`src/rtl/cdb_pkg.sv`:
```
// Shared constants, types and helpers for the CD block host interface.
package cdb_pkg;

    localparam logic [9:0]  CDB_AA_HI    = 10'h189;

    localparam logic [15:0] REG_HIRQ     = 16'h0008;
    localparam logic [15:0] REG_HIRQMASK = 16'h000C;
    localparam logic [15:0] REG_CR1      = 16'h0018;
    localparam logic [15:0] REG_CR2      = 16'h001C;
    localparam logic [15:0] REG_CR3      = 16'h0020;
    localparam logic [15:0] REG_CR4      = 16'h0024;

    localparam int unsigned HIRQ_CMOK = 0;
    localparam int unsigned HIRQ_SCDQ = 10;

    localparam logic [7:0] CMD_GET_STATUS  = 8'h00;
    localparam logic [7:0] CMD_GET_HW_INFO = 8'h01;

    localparam logic [7:0] STAT_PAUSE    = 8'h20;
    localparam logic [7:0] STAT_PERIODIC = 8'h80;
    localparam logic [7:0] STAT_REJECT   = 8'hFF;

    typedef enum logic [1:0] {
        ST_IDLE,
        ST_EXEC,
        ST_RESP
    } cdb_state_e;

    typedef struct packed {
        logic [15:0] r1;
        logic [15:0] r2;
        logic [15:0] r3;
        logic [15:0] r4;
    } cdb_resp_t;

    // Power-on response spells "CDBLOCK".
    localparam cdb_resp_t RESP_RST = '{r1: 16'h0043, r2: 16'h4442, r3: 16'h4C4F, r4: 16'h434B};
    localparam cdb_resp_t RESP_PERIODIC = '{r1: {STAT_PERIODIC | STAT_PAUSE, 8'h00},
                                            r2: 16'h0000, r3: 16'h0000, r4: 16'h0000};

    function automatic logic [15:0] lane_write(input logic [15:0] old_v, input logic [15:0] new_v,
                                               input logic wru_n, input logic wrl_n);
        return {wru_n ? old_v[15:8] : new_v[15:8], wrl_n ? old_v[7:0] : new_v[7:0]};
    endfunction

endpackage

```
`src/rtl/cdb_cmd_exec.sv`:
```
// Combinational command decoder: CMD1 command code -> RESP1..RESP4.
module cdb_cmd_exec
    import cdb_pkg::*;
(
    input  logic [7:0] cmd_code_i,
    output cdb_resp_t  resp_o
);

    always_comb begin
        resp_o = '{r1: {STAT_REJECT, 8'h00}, r2: 16'h0000, r3: 16'h0000, r4: 16'h0000};
        case (cmd_code_i)
            CMD_GET_STATUS:  resp_o = '{r1: {STAT_PAUSE, 8'h00}, r2: 16'h0000, r3: 16'h0000, r4: 16'h0000};
            CMD_GET_HW_INFO: resp_o = '{r1: {STAT_PAUSE, 8'h00}, r2: 16'h0201, r3: 16'h0000, r4: 16'h0400};
            default: ;
        endcase
    end

endmodule

```
`src/rtl/cdb_host_if.sv`:
```
// CD block host register interface on the SCU A-bus (CS2, AA[25:16]=0x189).
// Optional periodic status report enabled by defining CDB_PERIODIC_REPORT_EN.
module cdb_host_if
    import cdb_pkg::*;
#(
    parameter int unsigned CMD_LAT    = 64,
    parameter int unsigned REP_PERIOD = 1000
) (
    input  logic        CLK,
    input  logic        RST,
    input  logic        CE_R,
    input  logic [25:0] AA,
    input  logic [15:0] ADO,
    output logic [15:0] ADI,
    input  logic        ACS2_N,
    input  logic        ARD_N,
    input  logic        AWRU_N,
    input  logic        AWRL_N,
    output logic        IRQ_N,
    output logic        BUSY
);

    logic             sel;
    logic [15:0]      reg_off;
    logic             wr_en;
    logic             issue;
    logic             complete;
    logic             report;

    cdb_state_e       state_q;
    logic [7:0]       lat_cnt_q;
    logic             busy_q;
    logic             irq_n_q;
    logic [15:0]      hirq_q, hirq_d;
    logic [15:0]      mask_q, mask_d;
    logic [3:0][15:0] cmd_q, cmd_d;
    cdb_resp_t        resp_q, resp_d, exec_resp;
    logic             unused_bits;

    assign sel      = ~ACS2_N && (AA[25:16] == CDB_AA_HI);
    assign reg_off  = {AA[15:1], 1'b0};
    assign wr_en    = sel && !(AWRU_N && AWRL_N);
    assign issue    = wr_en && (reg_off == REG_CR4) && (state_q == ST_IDLE);
    assign complete = (state_q == ST_RESP);

    assign unused_bits = ^{ARD_N, AA[0], cmd_q[0][7:0], cmd_q[3:1]};

    cdb_cmd_exec u_cmd_exec (
        .cmd_code_i (cmd_q[0][15:8]),
        .resp_o     (exec_resp)
    );

`ifdef CDB_PERIODIC_REPORT_EN
    logic [15:0] per_cnt_q;

    assign report = (state_q == ST_IDLE) && (per_cnt_q == 16'(REP_PERIOD - 1));

    always_ff @(posedge CLK) begin
        if (RST) begin
            per_cnt_q <= '0;
        end else if (CE_R) begin
            if ((state_q != ST_IDLE) || report) per_cnt_q <= '0;
            else                                per_cnt_q <= per_cnt_q + 16'd1;
        end
    end
`else
    localparam int unsigned unused_rep_period = REP_PERIOD;
    assign report = 1'b0;
`endif

    // Internal set events are applied after the host AND-clear so they win a same-cycle collision.
    always_comb begin
        hirq_d = hirq_q;
        mask_d = mask_q;
        cmd_d  = cmd_q;
        resp_d = resp_q;
        if (wr_en) begin
            case (reg_off)
                REG_HIRQ:     hirq_d   = lane_write(hirq_q, hirq_q & ADO, AWRU_N, AWRL_N);
                REG_HIRQMASK: mask_d   = lane_write(mask_q, ADO, AWRU_N, AWRL_N);
                REG_CR1:      cmd_d[0] = lane_write(cmd_q[0], ADO, AWRU_N, AWRL_N);
                REG_CR2:      cmd_d[1] = lane_write(cmd_q[1], ADO, AWRU_N, AWRL_N);
                REG_CR3:      cmd_d[2] = lane_write(cmd_q[2], ADO, AWRU_N, AWRL_N);
                REG_CR4:      cmd_d[3] = lane_write(cmd_q[3], ADO, AWRU_N, AWRL_N);
                default: ;
            endcase
        end
        if (issue) hirq_d[HIRQ_CMOK] = 1'b0;
        if (complete) begin
            resp_d             = exec_resp;
            hirq_d[HIRQ_CMOK]  = 1'b1;
        end
        if (report) begin
            resp_d             = RESP_PERIODIC;
            hirq_d[HIRQ_SCDQ]  = 1'b1;
        end
    end

    always_ff @(posedge CLK) begin
        if (RST) begin
            state_q   <= ST_IDLE;
            lat_cnt_q <= '0;
            busy_q    <= 1'b0;
        end else if (CE_R) begin
            case (state_q)
                ST_IDLE: begin
                    if (issue) begin
                        state_q   <= ST_EXEC;
                        lat_cnt_q <= 8'(CMD_LAT - 1);
                        busy_q    <= 1'b1;
                    end
                end
                ST_EXEC: begin
                    if (lat_cnt_q == '0) state_q <= ST_RESP;
                    else                 lat_cnt_q <= lat_cnt_q - 8'd1;
                end
                ST_RESP: begin
                    state_q <= ST_IDLE;
                    busy_q  <= 1'b0;
                end
                default: begin
                    state_q <= ST_IDLE;
                    busy_q  <= 1'b0;
                end
            endcase
        end
    end

    always_ff @(posedge CLK) begin
        if (RST) begin
            hirq_q  <= 16'h0001;
            mask_q  <= '1;
            cmd_q   <= '0;
            resp_q  <= RESP_RST;
            irq_n_q <= 1'b1;
        end else if (CE_R) begin
            hirq_q  <= hirq_d;
            mask_q  <= mask_d;
            cmd_q   <= cmd_d;
            resp_q  <= resp_d;
            irq_n_q <= ~|(hirq_q & mask_q);
        end
    end

    always_comb begin
        ADI = '0;
        if (sel) begin
            case (reg_off)
                REG_HIRQ:     ADI = hirq_q;
                REG_HIRQMASK: ADI = mask_q;
                REG_CR1:      ADI = resp_q.r1;
                REG_CR2:      ADI = resp_q.r2;
                REG_CR3:      ADI = resp_q.r3;
                REG_CR4:      ADI = resp_q.r4;
                default: ;
            endcase
        end
    end

    assign IRQ_N = irq_n_q;
    assign BUSY  = busy_q;

endmodule

```
`config.mk`:
```
export PLATFORM = sky130hd
export DESIGN_NAME = cdb_host_if
export DESIGN_NICKNAME = d
export VERILOG_FILES = /design/src/rtl/cdb_pkg.sv /design/src/rtl/cdb_cmd_exec.sv /design/src/rtl/cdb_host_if.sv
export SDC_FILE = /design/constraint.sdc
export NUM_CORES = 1
export LEC_CHECK = 0
export CORE_MARGIN = 8
export CORE_UTILIZATION = 54
export DETAILED_ROUTE_END_ITERATION = 12
export PLACE_DENSITY = 0.85
export SYNTH_ARGS = -nofsm -noshare
export SYNTH_HDL_FRONTEND = slang
export SYNTH_SLANG_ARGS = --single-unit
```
`constraint.sdc`:
```
create_clock -name CLK -period 4.85 [get_ports CLK]
set_input_delay 0.97 -clock CLK [delete_from_list [all_inputs] [get_ports CLK]]
set_output_delay 0.97 -clock CLK [all_outputs]
set_load 0.02 [all_outputs]
```
==> metrics.txt <==
status=finished, final reports clean; top post-synthesis cells by area=dfxtp_1 (37%), nor2_1 (4.5%), a211o_1 (4.4%); Clock Tree Buf Depth=2; CTS Sinks=56; Placer Congestion=0.8998; Post-CTS Hold Buffers=0; Clk Latency, worst-skew pair=0.30 ns; Final Skew=0.007255 ns; antenna violations before repair=0; # DRC=0; Seq/Total Area, Yosys=37.47%; largest net degree at the start of global routing=28; Cell Int Power=0.0006027 W; min Tclk post-route=roughly 4.4 ns; setup TNS=0 ns; Yosys top cell by area=dfxtp_1; Initial DRT Pass Iterations=8; LEAKAGE=1.272 nW; Post-DP Area=0.003690 mm^2; drt total wl=8.372 mm; power share of the sequential group=~59%; share of layout cells above drive strength 1=6.500%; Post-synth EDFFs=0; dpl hpwl=6.167 mm; Async SR Flop Fraction=0%; worst r2r path cells=5; normalized max-slew margin=46.47%; Hold Vio Cnt, Final=0; ANT nets after route=0; mux contribution to synthesized area=4.015%; RR Endpoint=lat_cnt_q[0]; Synth top cells by count=dfxtp_1 (56), nor2_1 (36), nand2_1 (25); final setup fails=0; Mapped Cells=340; Mapped Area=roughly 0.0030 mm^2; total CTS buffers=5; antenna cells=0; min-delay src=hirq_q[6]; CP required=approximately 3.9 ns; Synth Area in Simple Gates=about 30%; Net Sw Power=around 0.00018 W; design area=roughly 0.0038 mm^2; die width=approximately 90 um; GRT Total Usage=20.02%; initial core utilization=55.00%; commonest register cell after synthesis=dfxtp_1; area of the multi-input gates=0.001744 mm^2; core footprint=around 0.0054 mm^2; Net count, final=451; clock root buffer=clkbuf_8; worst reg2reg startpoint=lat_cnt_q[3]; RSZ-0062 raised after global routing=no; DR iter-0 viols=roughly 460; number of global-route vias before repair=2836; Switching Share=22.76%; peak supply drop=0.1938 mV; GR Overflow Total=0; CTS tree=done; register area=about 0.0011 mm^2; crit end category=output pin; min-delay worst type=flop to flop; Hold Path Sink=hirq_q[6]; post-CTS sizing=0; crit path kind=input port to output pin; max-slew violations=0; total number of vias=2971; CP arrival=3.46 ns; IO buf count=64; post-synth top area share=37.47%; Distinct cells, synth=56; main combinational cell family by area after synthesis=simple AND/OR/NAND/NOR gates; pre-CTS setup slack=0.4576 ns; CP startpoint kind=input port; vias per inst=6.294; I/O pin count=67; max cap viols=0; first-pass GRT wire length=between 10 and 15 mm; Reg2Reg Setup Slack=2.94 ns; Routed WL per cell=17.74 um; Slew @ Worst Pin=roughly 0.80 ns; Post-Synth XOR/XNOR Area=0%; most frequent cell after synthesis=dfxtp_1; Clock power frac=between 30% and 40%; Synth Net Count=391; FILL cells=about 440; Worst Path Max Fanout=11; syn avg cell area=8.799 um^2; post-CTS setup buffers=0; f_max=~0.23 GHz; synthesized flop and latch total=56; Area Overhead vs Synth=25.93%; worst setup margin=0.4240 ns; cell area power density=207.1 mW/mm^2; Synth Area in Compound Gates=between 20% and 30%; # rows=27; Reg clk slew, reported paths=0.09 ns; Die Ht=90.43 um; YS warnings=0; Synth Area in Adders=0.8365%; combinational share of power=10.5%; Final Cycle Share=91.26%; die area=0.008178 mm^2; H-Tree Depth=2; Hold Path Depth=1
## power groups by stage
stage	logic (W)	clock network, W	registers, W
2_1_floorplan	0.0000249	0	0.000472
3_3_place_gp	0.0000795	0	0.000471
3_5_place_dp	0.0000805	0	0.000471
4_1_cts	0.0000809	0.000242	0.000460
5_1_grt	0.0000873	0.000260	0.000460
6_report	0.0000816	0.000238	0.000460
## per-layer routing
layer  GRT usage, %  routed length (um)  up-vias
li1               -                   -     1407
met1          25.98                3842     1426
met2          32.21                3892      120
met3          4.655                 523       18
met4          5.687                 114        0
met5              0                   0        -
## worst max-delay path: stages
cell and delay (ns):
clkdlybuf4s50_1 0.61, nor3b_1 0.54, nand2_1 0.12, nor2_1 0.25
o211ai_1 0.12, a31oi_1 0.21, clkdlybuf4s50_1 0.63
## sequential cells by signal (all words and copies together), names as in the netlist
signal,flops
hirq_q,16
mask_q,16
cmd_q,8
lat_cnt_q,8
resp_q,4
state_q,2
BUSY,1
IRQ_N,1
## worst max-delay path by stage
stage	from	end	slack [ns]	depth (start not counted)
after floorplan	AA[4]	ADI[9]	1.33	7
after global placement	AA[11]	ADI[6]	0.50	8
after detailed placement	AA[11]	ADI[10]	0.46	8
after CTS	AA[2]	ADI[10]	0.45	7
after global routing	AA[2]	ADI[9]	0.32	7
final	AA[2]	ADI[10]	0.42	7
## cell type report
| type | count | area share, % |
|---|---|---|
| clock buffers | 6 | 1.926 |
| clock inverters | 1 | 0.1328 |
| inverters | 9 | 0.8967 |
| multi-input cells | 256 | 46.30 |
| flip-flops and latches | 56 | 29.76 |
| well taps | 72 | 2.391 |
| repair buffers | 72 | 18.60 |
## cell usage in the layout (no fill, tap or decap), types with 3 or more instances in the layout
cell and n:
nor4b_2 3, a21oi_1 13, dfxtp_1 56, and3_1 4
a31oi_1 8, o211ai_1 3, clkbuf_8 5, mux2i_1 12
nor2_1 36, nand3_1 8, clkdlybuf4s50_1 64, nor3_1 9
o211a_1 8, a211o_1 15, a22oi_1 10, and4_1 3
buf_4 8, o21ai_0 7, inv_1 9, a222oi_1 6
nand2_1 25, nor2b_1 19, nor4_1 4, nand4_1 13
nand2b_1 3, nor3b_1 9
## metrics by stage
stage / util (%) / hold WS, ns / cells / total power [W]
3_3_place_gp: 67.84 / 0.4481 / 465 / 0.0005506
2_1_floorplan: - / 0.4400 / 340 / 0.0004967
4_1_cts: 69.27 / 0.4722 / 472 / 0.0007830
5_1_grt: 69.27 / 0.4792 / 472 / 0.0008074
6_report: 69.27 / 0.4684 / 472 / 0.0007803
3_5_place_dp: 67.84 / 0.4595 / 465 / 0.0005516
## logic make-up after synthesis
group	after synthesis
simple gates	154
compound gates	88
mux	12
buf+inv	28
flops	56
fa+ha+maj	2
No activity file was read; power rests on OpenSTA's default activity.
